--- src/rtl/ppu_pkg.sv ---
// Shared types and constants for the PPU output packer.
package ppu_pkg;

    typedef enum logic [1:0] {
        IDLE  = 2'd0,
        PACK  = 2'd1,
        FLUSH = 2'd2,
        DONE  = 2'd3
    } state_t;

    localparam int WORD_BYTES = 4;
    localparam int BYTE_W     = 8;
    localparam int WORD_W     = WORD_BYTES * BYTE_W;
    localparam int LANE_W     = $clog2(WORD_BYTES);

endpackage

--- src/rtl/packer_fifo.sv ---
// Synchronous word FIFO between the byte packer and the GLB write port.
// Read data comes straight from the storage registers, so the head entry is valid the cycle after it is pushed.
module packer_fifo #(
    parameter int WIDTH = 32,
    parameter int DEPTH = 4
) (
    input  logic                     clk,
    input  logic                     rst,
    input  logic                     i_push,
    input  logic [WIDTH-1:0]         i_push_data,
    input  logic                     i_pop,
    output logic [WIDTH-1:0]         o_pop_data,
    output logic                     o_full,
    output logic                     o_empty,
    output logic [$clog2(DEPTH):0]   o_count
);

    localparam int PTR_W = $clog2(DEPTH);
    localparam int CNT_W = PTR_W + 1;

    logic [WIDTH-1:0] r_mem [DEPTH];
    logic [PTR_W-1:0] r_wr_ptr;
    logic [PTR_W-1:0] r_rd_ptr;
    logic [CNT_W-1:0] r_count;
    logic             w_push;
    logic             w_pop;

    assign w_push     = i_push && !o_full;
    assign w_pop      = i_pop && !o_empty;
    assign o_full     = (r_count == CNT_W'(DEPTH));
    assign o_empty    = (r_count == '0);
    assign o_count    = r_count;
    assign o_pop_data = r_mem[r_rd_ptr];

    // NOTE: the storage is reset because its head entry drives the write-data output,
    // which must read 0 out of reset; at this depth the cost is negligible.
    always_ff @(posedge clk or negedge rst) begin
        if (!rst) begin
            for (int i = 0; i < DEPTH; i++) r_mem[i] <= '0;
            r_wr_ptr <= '0;
            r_rd_ptr <= '0;
            r_count  <= '0;
        end else begin
            if (w_push) begin
                r_mem[r_wr_ptr] <= i_push_data;
                r_wr_ptr        <= r_wr_ptr + PTR_W'(1);
            end
            if (w_pop) r_rd_ptr <= r_rd_ptr + PTR_W'(1);
            case ({w_push, w_pop})
                2'b10:   r_count <= r_count + CNT_W'(1);
                2'b01:   r_count <= r_count - CNT_W'(1);
                default: r_count <= r_count;
            endcase
        end
    end

endmodule

--- src/rtl/ppu_out_packer.sv ---
// Packs the PPU byte stream little-endian into 32-bit GLB writes with auto-incrementing addresses.
// Define PACKER_WSTRB_EN to carry per-lane strobes for a partial last word; otherwise out_wstrb is 4'hF.
module ppu_out_packer
    import ppu_pkg::*;
#(
    parameter int FIFO_DEPTH = 4,
    parameter int ADDR_W     = 32
) (
    input  logic              clk,
    input  logic              rst,
    input  logic              start,
    input  logic [ADDR_W-1:0] cfg_base_addr,
    input  logic [15:0]       cfg_num_bytes,
    input  logic              in_valid,
    input  logic [7:0]        in_data,
    output logic              in_ready,
    output logic              out_valid,
    input  logic              out_ready,
    output logic [ADDR_W-1:0] out_addr,
    output logic [31:0]       out_data,
    output logic [3:0]        out_wstrb,
    output logic              busy,
    output logic              done
);

    localparam int CNT_W = $clog2(FIFO_DEPTH) + 1;
`ifdef PACKER_WSTRB_EN
    localparam int FIFO_W = WORD_W + WORD_BYTES;
`else
    localparam int FIFO_W = WORD_W;
`endif

    state_t            r_state;
    state_t            w_state_nxt;
    logic [ADDR_W-1:0] r_addr;
    logic [15:0]       r_bytes_left;
    logic [LANE_W-1:0] r_lane;
    logic [WORD_W-1:0] r_word;
    logic [WORD_W-1:0] w_word_merged;
    logic              w_accept;
    logic              w_last_byte;
    logic              w_push;
    logic              w_pop;
    logic [FIFO_W-1:0] w_push_data;
    logic [FIFO_W-1:0] w_rd_data;
    logic              w_fifo_full;
    logic              w_fifo_empty;
    logic [CNT_W-1:0]  w_fifo_count;

    assign w_accept    = in_valid && in_ready;
    assign w_last_byte = (r_bytes_left == 16'd1);
    assign w_push      = w_accept && (w_last_byte || r_lane == LANE_W'(WORD_BYTES - 1));
    assign w_pop       = out_valid && out_ready;

    always_comb begin
        w_word_merged                            = r_word;
        w_word_merged[r_lane * BYTE_W +: BYTE_W] = in_data;
    end

    always_ff @(posedge clk or negedge rst) begin
        if (!rst) r_state <= IDLE;
        else      r_state <= w_state_nxt;
    end

    // NOTE: every signal written here gets a default first so no path can infer a latch.
    always_comb begin
        w_state_nxt = r_state;
        in_ready    = 1'b0;
        busy        = 1'b0;
        done        = 1'b0;
        case (r_state)
            IDLE: begin
                if (start) w_state_nxt = (cfg_num_bytes == 16'd0) ? DONE : PACK;
            end
            PACK: begin
                busy     = 1'b1;
                in_ready = !w_fifo_full;
                if (w_accept && w_last_byte) w_state_nxt = FLUSH;
            end
            FLUSH: begin
                busy = 1'b1;
                if (w_fifo_empty || (w_pop && w_fifo_count == CNT_W'(1))) w_state_nxt = DONE;
            end
            DONE: begin
                done        = 1'b1;
                w_state_nxt = IDLE;
            end
            default: w_state_nxt = IDLE;
        endcase
    end

    // Job config is captured only on an accepted start, so later cfg changes cannot disturb a job.
    always_ff @(posedge clk or negedge rst) begin
        if (!rst) begin
            r_addr       <= '0;
            r_bytes_left <= '0;
            r_lane       <= '0;
            r_word       <= '0;
        end else if (r_state == IDLE && start) begin
            r_addr       <= cfg_base_addr;
            r_bytes_left <= cfg_num_bytes;
            r_lane       <= '0;
            r_word       <= '0;
        end else begin
            if (w_pop) r_addr <= r_addr + ADDR_W'(WORD_BYTES);
            if (w_accept) begin
                r_bytes_left <= r_bytes_left - 16'd1;
                if (w_push) begin
                    r_lane <= '0;
                    r_word <= '0;
                end else begin
                    r_lane <= r_lane + LANE_W'(1);
                    r_word <= w_word_merged;
                end
            end
        end
    end

`ifdef PACKER_WSTRB_EN
    logic [WORD_BYTES-1:0] r_strb;
    logic [WORD_BYTES-1:0] w_strb_merged;

    always_comb begin
        w_strb_merged         = r_strb;
        w_strb_merged[r_lane] = 1'b1;
    end

    always_ff @(posedge clk or negedge rst) begin
        if (!rst)                         r_strb <= '0;
        else if (r_state == IDLE && start) r_strb <= '0;
        else if (w_push)                  r_strb <= '0;
        else if (w_accept)                r_strb <= w_strb_merged;
    end

    assign w_push_data = {w_strb_merged, w_word_merged};
    assign out_wstrb   = out_valid ? w_rd_data[FIFO_W-1 -: WORD_BYTES] : 4'h0;
`else
    assign w_push_data = w_word_merged;
    assign out_wstrb   = out_valid ? 4'hF : 4'h0;
`endif

    packer_fifo #(
        .WIDTH (FIFO_W),
        .DEPTH (FIFO_DEPTH)
    ) u_fifo (
        .clk         (clk),
        .rst         (rst),
        .i_push      (w_push),
        .i_push_data (w_push_data),
        .i_pop       (w_pop),
        .o_pop_data  (w_rd_data),
        .o_full      (w_fifo_full),
        .o_empty     (w_fifo_empty),
        .o_count     (w_fifo_count)
    );

    assign out_valid = !w_fifo_empty;
    assign out_addr  = r_addr;
    assign out_data  = w_rd_data[WORD_W-1:0];

endmodule

--- config.mk ---
export PLATFORM = sky130hd
export DESIGN_NAME = ppu_out_packer
export DESIGN_NICKNAME = d
export VERILOG_FILES = /design/src/rtl/ppu_pkg.sv /design/src/rtl/packer_fifo.sv /design/src/rtl/ppu_out_packer.sv
export SDC_FILE = /design/constraint.sdc
export NUM_CORES = 1
export LEC_CHECK = 0
export BUFFER_PORTS_ARGS = -buffer_cell sky130_fd_sc_hd__buf_2
export CAP_MARGIN = 5
export CORE_ASPECT_RATIO = 1.4
export CORE_MARGIN = 2
export CORE_UTILIZATION = 40
export CTS_CLUSTER_SIZE = 28
export DETAILED_ROUTE_END_ITERATION = 6
export PLACE_DENSITY_LB_ADDON = 0.15
export REMOVE_ABC_BUFFERS = 1
export SLEW_MARGIN = 25
export SYNTH_ARGS = -nofsm -noshare
export SYNTH_HDL_FRONTEND = slang
export SYNTH_SLANG_ARGS = --single-unit
--- constraint.sdc ---
create_clock -name clk -period 2.45 [get_ports clk]
set_clock_uncertainty 0.1 [all_clocks]
set_input_delay 0.1225 -clock clk [delete_from_list [all_inputs] [get_ports clk]]
set_output_delay 0.1225 -clock clk [all_outputs]
set_load 0.05 [all_outputs]
==> metrics.md, run 1 <==
| Metric | Value |
|---|---|
| Status | `finished clean` |
| Hold crit path type | `primary input to flop` |
| Cells after Synth | `883` |
| Pleak | `6.20 nW` |
| Routed WL per cell | `18.2 um` |
| TritonRoute pass-1 iters | `4` |
| RSZ-0062 raised after global routing | `yes` |
| GRT Total Usage | `0.187` |
| H-tree levels | `1` |
| Placed cell area | `12100 um2` |
| Starting Density | `0.408` |
| Clock slew at reported path FFs | `0.07 ns` |
| Ant diodes | `0` |
| CP Launch Type | `flop` |
| Post-synth EDFFs | `0` |
| Die area | `28100 um2` |
| Setup WS pre-CTS | `0.0156 ns` |
| Max Slew Vio Count | `0` |
| Width of the chip | `142 um` |
| Final WL | `25800 um` |
| Vias in the first global route | `8021` |
| Net Switching | `5.31 mW` |
| Main area contributors after synthesis | `dfrtp_1 (51%), mux2_2 (9.2%), mux4_2 (6.7%)` |
| Post-Syn Area per Cell | `12.1 um2` |
| GRT overflow | `0` |
| Total CTS buffers | `23` |
| Gate power share | `0.370` |
| Routed vias/inst | `5.46` |
| Syn-to-layout area delta | `25.1%` |
| Synth Cell Area | `10700 um2` |
| Global-route wire length before repair | `42300 um` |
| # fillers | `2353` |
| Buffer depth of the longest clock path | `3` |
| Worst slew pin tran | `0.690 ns` |
| Largest area contributor in the netlist | `dfrtp_1` |
| Post-synth top area share | `0.513` |
| Clk root buf | `clkbuf_16` |
| Post-DP HPWL | `16700 um` |
| # IOs | `133` |
| Worst setup margin | `0.0665 ns` |
| Synth cell types | `48` |
| Flops & latches, synth | `219` |
| Req. time, crit path | `2.77 ns` |
| Antenna violations before repair | `0` |
| Synth warnings | `0` |
| Layout Nets | `1161` |
| Final Power | `13.3 mW` |
| Remaining antenna violation count | `0` |
| Placed insts | `1325` |
| Clock share of power | `0.268` |
| Crit-path cells | `inv_1 -> ha_1 -> nor2b_1 -> or4_4 -> buf_6 -> or4_1 -> a31oi_1` |
| Number of cell rows | `70` |
| Hold_ws | `0.0277 ns` |
| Largest stage delay on the critical path | `0.54 ns` |
| Via count | `7733` |
| WS Path Type | `flop to flop` |
| Post-layout util | `0.511` |
| Post-synth ARST share | `1.00` |
| DRC viols | `0` |
| Setup Viol. Count Final | `0` |
| Data arrival time of the worst path | `2.71 ns` |
| Layout cells sized above 1 | `0.317` |
| List of most frequent post-synthesis cells | `dfrtp_1 (219), mux2_2 (87), nand2_1 (61)` |
| Max-Cap Viols | `0` |
| Max IR drop VDD | `750 uV` |
| Fin area | `13400 um2` |
| Slowest CP cell | `or4_4` |
| Worst slew margin | `0.535` |
| Top FF cell, synth | `dfrtp_1` |
| Int Pwr | `8.03 mW` |
| Core Area | `26200 um2` |
| Sw Share | `0.398` |
| F_max | `420 MHz` |
| Final period utilization | `0.973` |
| Seq/Total Area, Yosys | `0.513` |
| Fin. Hold Viols | `0` |
| Crit path time final | `2.38 ns` |
| Initial drt markers | `278` |
| Port buffer count | `132` |
| Top-count cell post-synth | `dfrtp_1` |
| Post-Layout Cell Count | `1417` |
| Sequential cell fraction of total power | `0.362` |
| Worst reg2reg path depth | `7` |
| WHS Path Cells | `4` |
| Worst Setup End Kind | `flop` |
| Pwr dens | `998 nW/um2` |
| Largest net degree at the start of global routing | `79` |
| Clock tree sinks | `219` |
| Later-pin clock latency in the skew report | `0.50 ns` |
| Worst-path fanout max | `17` |
| Fin Setup TNS | `0 ns` |
| Die height | `197 um` |
| Final Wtd Congestion | `0.763` |
| CTS tree | `built` |
-- what timing repair did --
action | 4_1_cts | 5_1_grt
hold buffers | 50 | 0
pin swaps | 0 | 3
hold endpoints to repair | 123 | 0
endpoints found under the setup margin | 2 | 53
buffers inserted | 0 | 1
resized for setup | 1 | 5
-- area by class of cell --
class | instances | area [um2] | share of cell area
inverters | 40 | 150 | 0.0112
repair buffers | 225 | 1670 | 0.125
well taps | 324 | 405 | 0.0303
clock buffers | 30 | 632 | 0.0473
multi-input cells | 568 | 4890 | 0.366
flip-flops and latches | 219 | 5480 | 0.410
clock inverters | 11 | 136 | 0.0102
-- path summary, 6_finish.rpt --
check,start,to,slack [ns]
max,u_fifo.o_count[0],out_addr[16],0.07
min,start,r_state[0],0.03
max reg2reg,u_fifo.o_count[0],out_addr[16],0.07
min reg2reg,u_fifo.r_mem[19],u_fifo.r_mem[19],0.38
max in group asynchronous,rst,r_bytes_left[10],1.40
min in group asynchronous,rst,u_fifo.r_mem[87],0.11
-- metal layers --
metal,GRT usage,part of all wire
met4,0.0389,0.013
met1,0.244,0.43
met2,0.330,0.51
met5,0,0
met3,0.0272,0.046
-- cell families after synthesis --
kind of cell,after synthesis,synth area share
AOI/OAI and AO/OA,154,0.0974
xor gates and xnor gates,20,0.0164
adders and majority gates,23,0.0269
buffers and inverters,96,0.0378
DFF,219,0.513
muxes,166,0.208
and+or+nand+nor,205,0.100
-- placed cells by master (no fill, tap or decap), drive strengths merged, types with 20 or more instances in the layout --
master	netlist	final
dfrtp	219	219
buf	25	175
mux2	131	131
nand2	61	61
dlygate4sd3	0	50
o21ai	47	47
a22o	41	41
nor2	39	39
inv	39	39
mux4	32	32
a31oi	31	31
clkbuf	31	30
o31ai	23	23
ha	23	23
or4	23	23
nand3	20	20
-- flip-flops by register name, summed over array words and instances (netlist names) --
register,flops
r_word,32
u_fifo.o_count,3
r_bytes_left,16
r_lane,2
out_addr,32
r_state,2
u_fifo.r_rd_ptr,2
u_fifo.r_mem,128
u_fifo.r_wr_ptr,2
-- power groups by stage --
stage / Clock, mW / Sequential, mW / Combinational (mW)
detailed placement: 0 / 4.87 / 4.90
floorplan: 0 / 5.81 / 2.28
CTS: 3.70 / 4.82 / 4.97
global route: 3.84 / 4.93 / 5.40
finish: 3.58 / 4.83 / 4.93
global placement: 0 / 4.86 / 4.87
-- worst max-delay path: cells and delay by family, from the launching register on --
kind                     cells  cell delay (ns)
flip-flops                   1             0.34
AND/OR/NAND/NOR              3             1.21
AO/OA/AOI/OAI                1             0.17
buffers and inverters        2             0.23
adder cells (fa/ha/maj)      1             0.23
No activity file was read; power rests on OpenSTA's default activity.
==> run 2, diff against run 1 <==
--- a/config.mk
+++ b/config.mk
@@ -17,4 +17,5 @@
 export SLEW_MARGIN = 25
 export SYNTH_ARGS = -nofsm -noshare
 export SYNTH_HDL_FRONTEND = slang
+export SYNTH_HIERARCHICAL = 1
 export SYNTH_SLANG_ARGS = --single-unit
==> metrics.md, run 2 <==
| Metric | Value |
|---|---|
| Cells after Synth | `886 (+0.34%)` |
| Top FF cell, synth | `dfrtp_1` |
| Synth Cell Area | `10800 um2 (+1.3%)` |
| Clk root buf | `clkbuf_16` |
| Max IR drop VDD | `903 uV (+20%)` |
| Critical path startpoint | `r_bytes_left[0]` |
| List of most frequent post-synthesis cells | `dfrtp_1 (219), mux2_2 (130), nand2_1 (110)` |
| Worst R2R Start | `r_bytes_left[0]` |
| Remaining antenna violation count | `0 (unchanged)` |
| Crit path buffers/inverters | `1 (-1)` |
| Post-synth ARST share | `1.00 (unchanged)` |
| Die height | `199 um (+0.65%)` |
| Width of the chip | `143 um (+0.65%)` |
| Antenna violations before repair | `0 (unchanged)` |
| Final period utilization | `0.956 (-0.0169)` |
| Port buffer count | `132 (unchanged)` |
| Crit path time final | `2.34 ns (-0.0414 ns)` |
| Post-synth top area share | `0.506 (-0.00675)` |
| Main area contributors after synthesis | `dfrtp_1 (51%), mux2_2 (14%), mux4_2 (6.7%)` |
| GRT Total Usage | `0.180 (-0.00641)` |
| DRC viols | `0 (unchanged)` |
| Post-DP HPWL | `17000 um (+1.8%)` |
| Largest stage delay on the critical path | `0.39 ns (-0.15 ns)` |
| Max-Cap Viols | `0 (unchanged)` |
| Top reg by flops | `u_fifo/r_mem` |
| Buffer depth of the longest clock path | `3 (unchanged)` |
| Max reg flops | `128 (unchanged)` |
| Initial drt markers | `245 (-12%)` |
| Post-Layout Cell Count | `1479 (+4.4%)` |
| Data arrival time of the worst path | `2.66 ns (-0.05 ns)` |
| GRT overflow | `0 (unchanged)` |
| Routed WL per cell | `17.0 um (-6.9%)` |
| Pleak | `6.27 nW (+1.1%)` |
| Clock slew at reported path FFs | `0.06 ns (about the same)` |
| Pwr dens | `976 nW/um2 (-2.2%)` |
| H-tree levels | `1 (unchanged)` |
| Largest area contributor in the netlist | `dfrtp_1` |
| Later-pin clock latency in the skew report | `0.50 ns (about the same)` |
| Commonest non-fill, non-tap cells in the layout | `dfrtp_1 (218), buf_2 (131), mux2_2 (130)` |
| Worst slew margin | `0.507 (-0.0281)` |
| Cell family with most CP delay | `adder cells` |
| RSZ-0062 raised after global routing | `yes` |
| Total CTS buffers | `23 (unchanged)` |
| Fin. Hold Viols | `0 (unchanged)` |
| Starting Density | `0.405 (-0.00309)` |
| Post-Syn Area per Cell | `12.2 um2 (+0.99%)` |
| Layout Nets | `1182 (+1.8%)` |
| CTS tree | `built` |
| Final WL | `25100 um (-2.8%)` |
| Synth warnings | `6 (+6)` |
| Req. time, crit path | `2.77 ns (about the same)` |
| Placed insts | `1385 (+4.5%)` |
| Syn-to-layout area delta | `24.9%` |
| Routed vias/inst | `5.06 (-7.3%)` |
| Vias in the first global route | `7682 (-4.2%)` |
| Top-count cell post-synth | `dfrtp_1` |
| Global-route wire length before repair | `40700 um (-3.7%)` |
| CP Launch Type | `flop` |
| Largest net degree at the start of global routing | `69 (-13%)` |
| Post-synth EDFFs | `0 (unchanged)` |
| Layout cells sized above 1 | `0.371 (+0.0542)` |
| # IOs | `133 (unchanged)` |
| Core Area | `26700 um2 (+2.1%)` |
| Synth cell types | `59 (+23%)` |
| Worst slew pin tran | `0.732 ns (+0.0417 ns)` |
| Most common cell after layout, fill and taps aside | `dfrtp_1` |
| TritonRoute pass-1 iters | `4 (unchanged)` |
| HP Start | `start` |
| Crit-path cells | `ha_2 -> nor4b_4 -> and4_4 -> nor2_4 -> nor2_4 -> nand2b_1 -> ha_2 -> inv_2 -> fa_2 -> xor2_1 -> nor2_1 -> xor2_1` |
| Final Wtd Congestion | `0.787 (+3.1%)` |
| Worst Setup End Kind | `flop` |
| Hold crit path type | `primary input to flop` |
| Worst-path fanout max | `2 (-15)` |
| Ant diodes | `0 (unchanged)` |
| Slowest CP cell | `dfrtp_1` |
| Max Slew Vio Count | `0 (unchanged)` |
| F_max | `427 MHz (+1.8%)` |
| Setup Viol. Count Final | `0 (unchanged)` |
| Flops & latches, synth | `219 (unchanged)` |
| Post-layout util | `0.506 (-0.00459)` |
| WS Path Type | `flop to flop` |
| Via count | `7484 (-3.2%)` |
| Number of cell rows | `71 (+1.4%)` |
| Die area | `28400 um2 (+1.3%)` |
| Clock tree sinks | `219 (unchanged)` |
| Seq/Total Area, Yosys | `0.506 (-0.00675)` |
| Status | `finished clean` |
| # fillers | `2377 (+1.0%)` |
## run 2: final cells by class
class	count	area, um2	area share
inverters	49	184	0.0136
well taps	365	457	0.0338
repair buffers	238	1780	0.131
clock inverters	4	72.6	0.00536
multi-input cells	570	4900	0.362
clock buffers	34	657	0.0485
flip-flops and latches	219	5480	0.405
## run 2: cell families (layout without fill, tap and decap cells)
kind of cell,Yosys count,count (layout),share of synthesized area
compound gates,120,120,0.0690
mux,165,165,0.204
xor+xnor,49,49,0.0396
flops,219,219,0.506
simple gates,216,216,0.110
fa+ha+maj,20,20,0.0238
buf+inv,97,325,0.0473
## run 2: worst paths after layout
check	to	slack, ns	depth (start not counted)
max in group asynchronous	u_fifo/r_mem[33]	1.51	3
hold / removal	out_addr[0]	0.03	4
setup / recovery	u_fifo/o_count[2]	0.11	12
setup reg to reg	u_fifo/o_count[2]	0.11	12
min in group asynchronous	u_fifo/r_mem[125]	0.04	2
hold reg to reg	out_addr[1]	0.38	2
## run 2: repair_timing
item / in CTS / in global routing
setup buffers: 0 / 1
hold endpoints to repair: 278 / 0
pin swaps: 0 / 1
setup endpoints to repair: 50 / 130
hold buffers: 55 / 0
resized for setup: 1 / 8
## run 2: stage by stage
stage               setup slack, ns  power [mW]  hold WS, ns  instance area [um2]  setup TNS, ns
finish                        0.108        13.2       0.0275                13500              0
global route                -0.0427        14.0       0.0429                13500        -0.0926
CTS                          0.0200        13.4       0.0119                13500              0
detailed placement           0.0111        9.76      -0.0245                12200              0
global placement             0.0718        9.74      -0.0268                12200              0
floorplan                     -1.14        8.11       -0.273                10500        -178.74
## run 2: report_power, final
part / switching, mW / internal [mW] / total, mW
clock network: 1.38 / 2.05 / 3.43
registers: 0.638 / 4.19 / 4.83
logic: 3.20 / 1.74 / 4.94
## run 2: tightest hold or removal path: stages
cell and delay [ns]:
buf_2 0.10, nand2_1 0.19, nand2_1 0.13, nand2_1 0.04
## run 2: layer usage
metal,global-route usage,share of wire,wire length (um),vias up
met5,0,0,0,-
met4,0.0334,0.011,284,0
met3,0.0274,0.038,951,22
met2,0.326,0.52,13100,127
met1,0.230,0.43,10800,3774
li1,-,-,-,3561
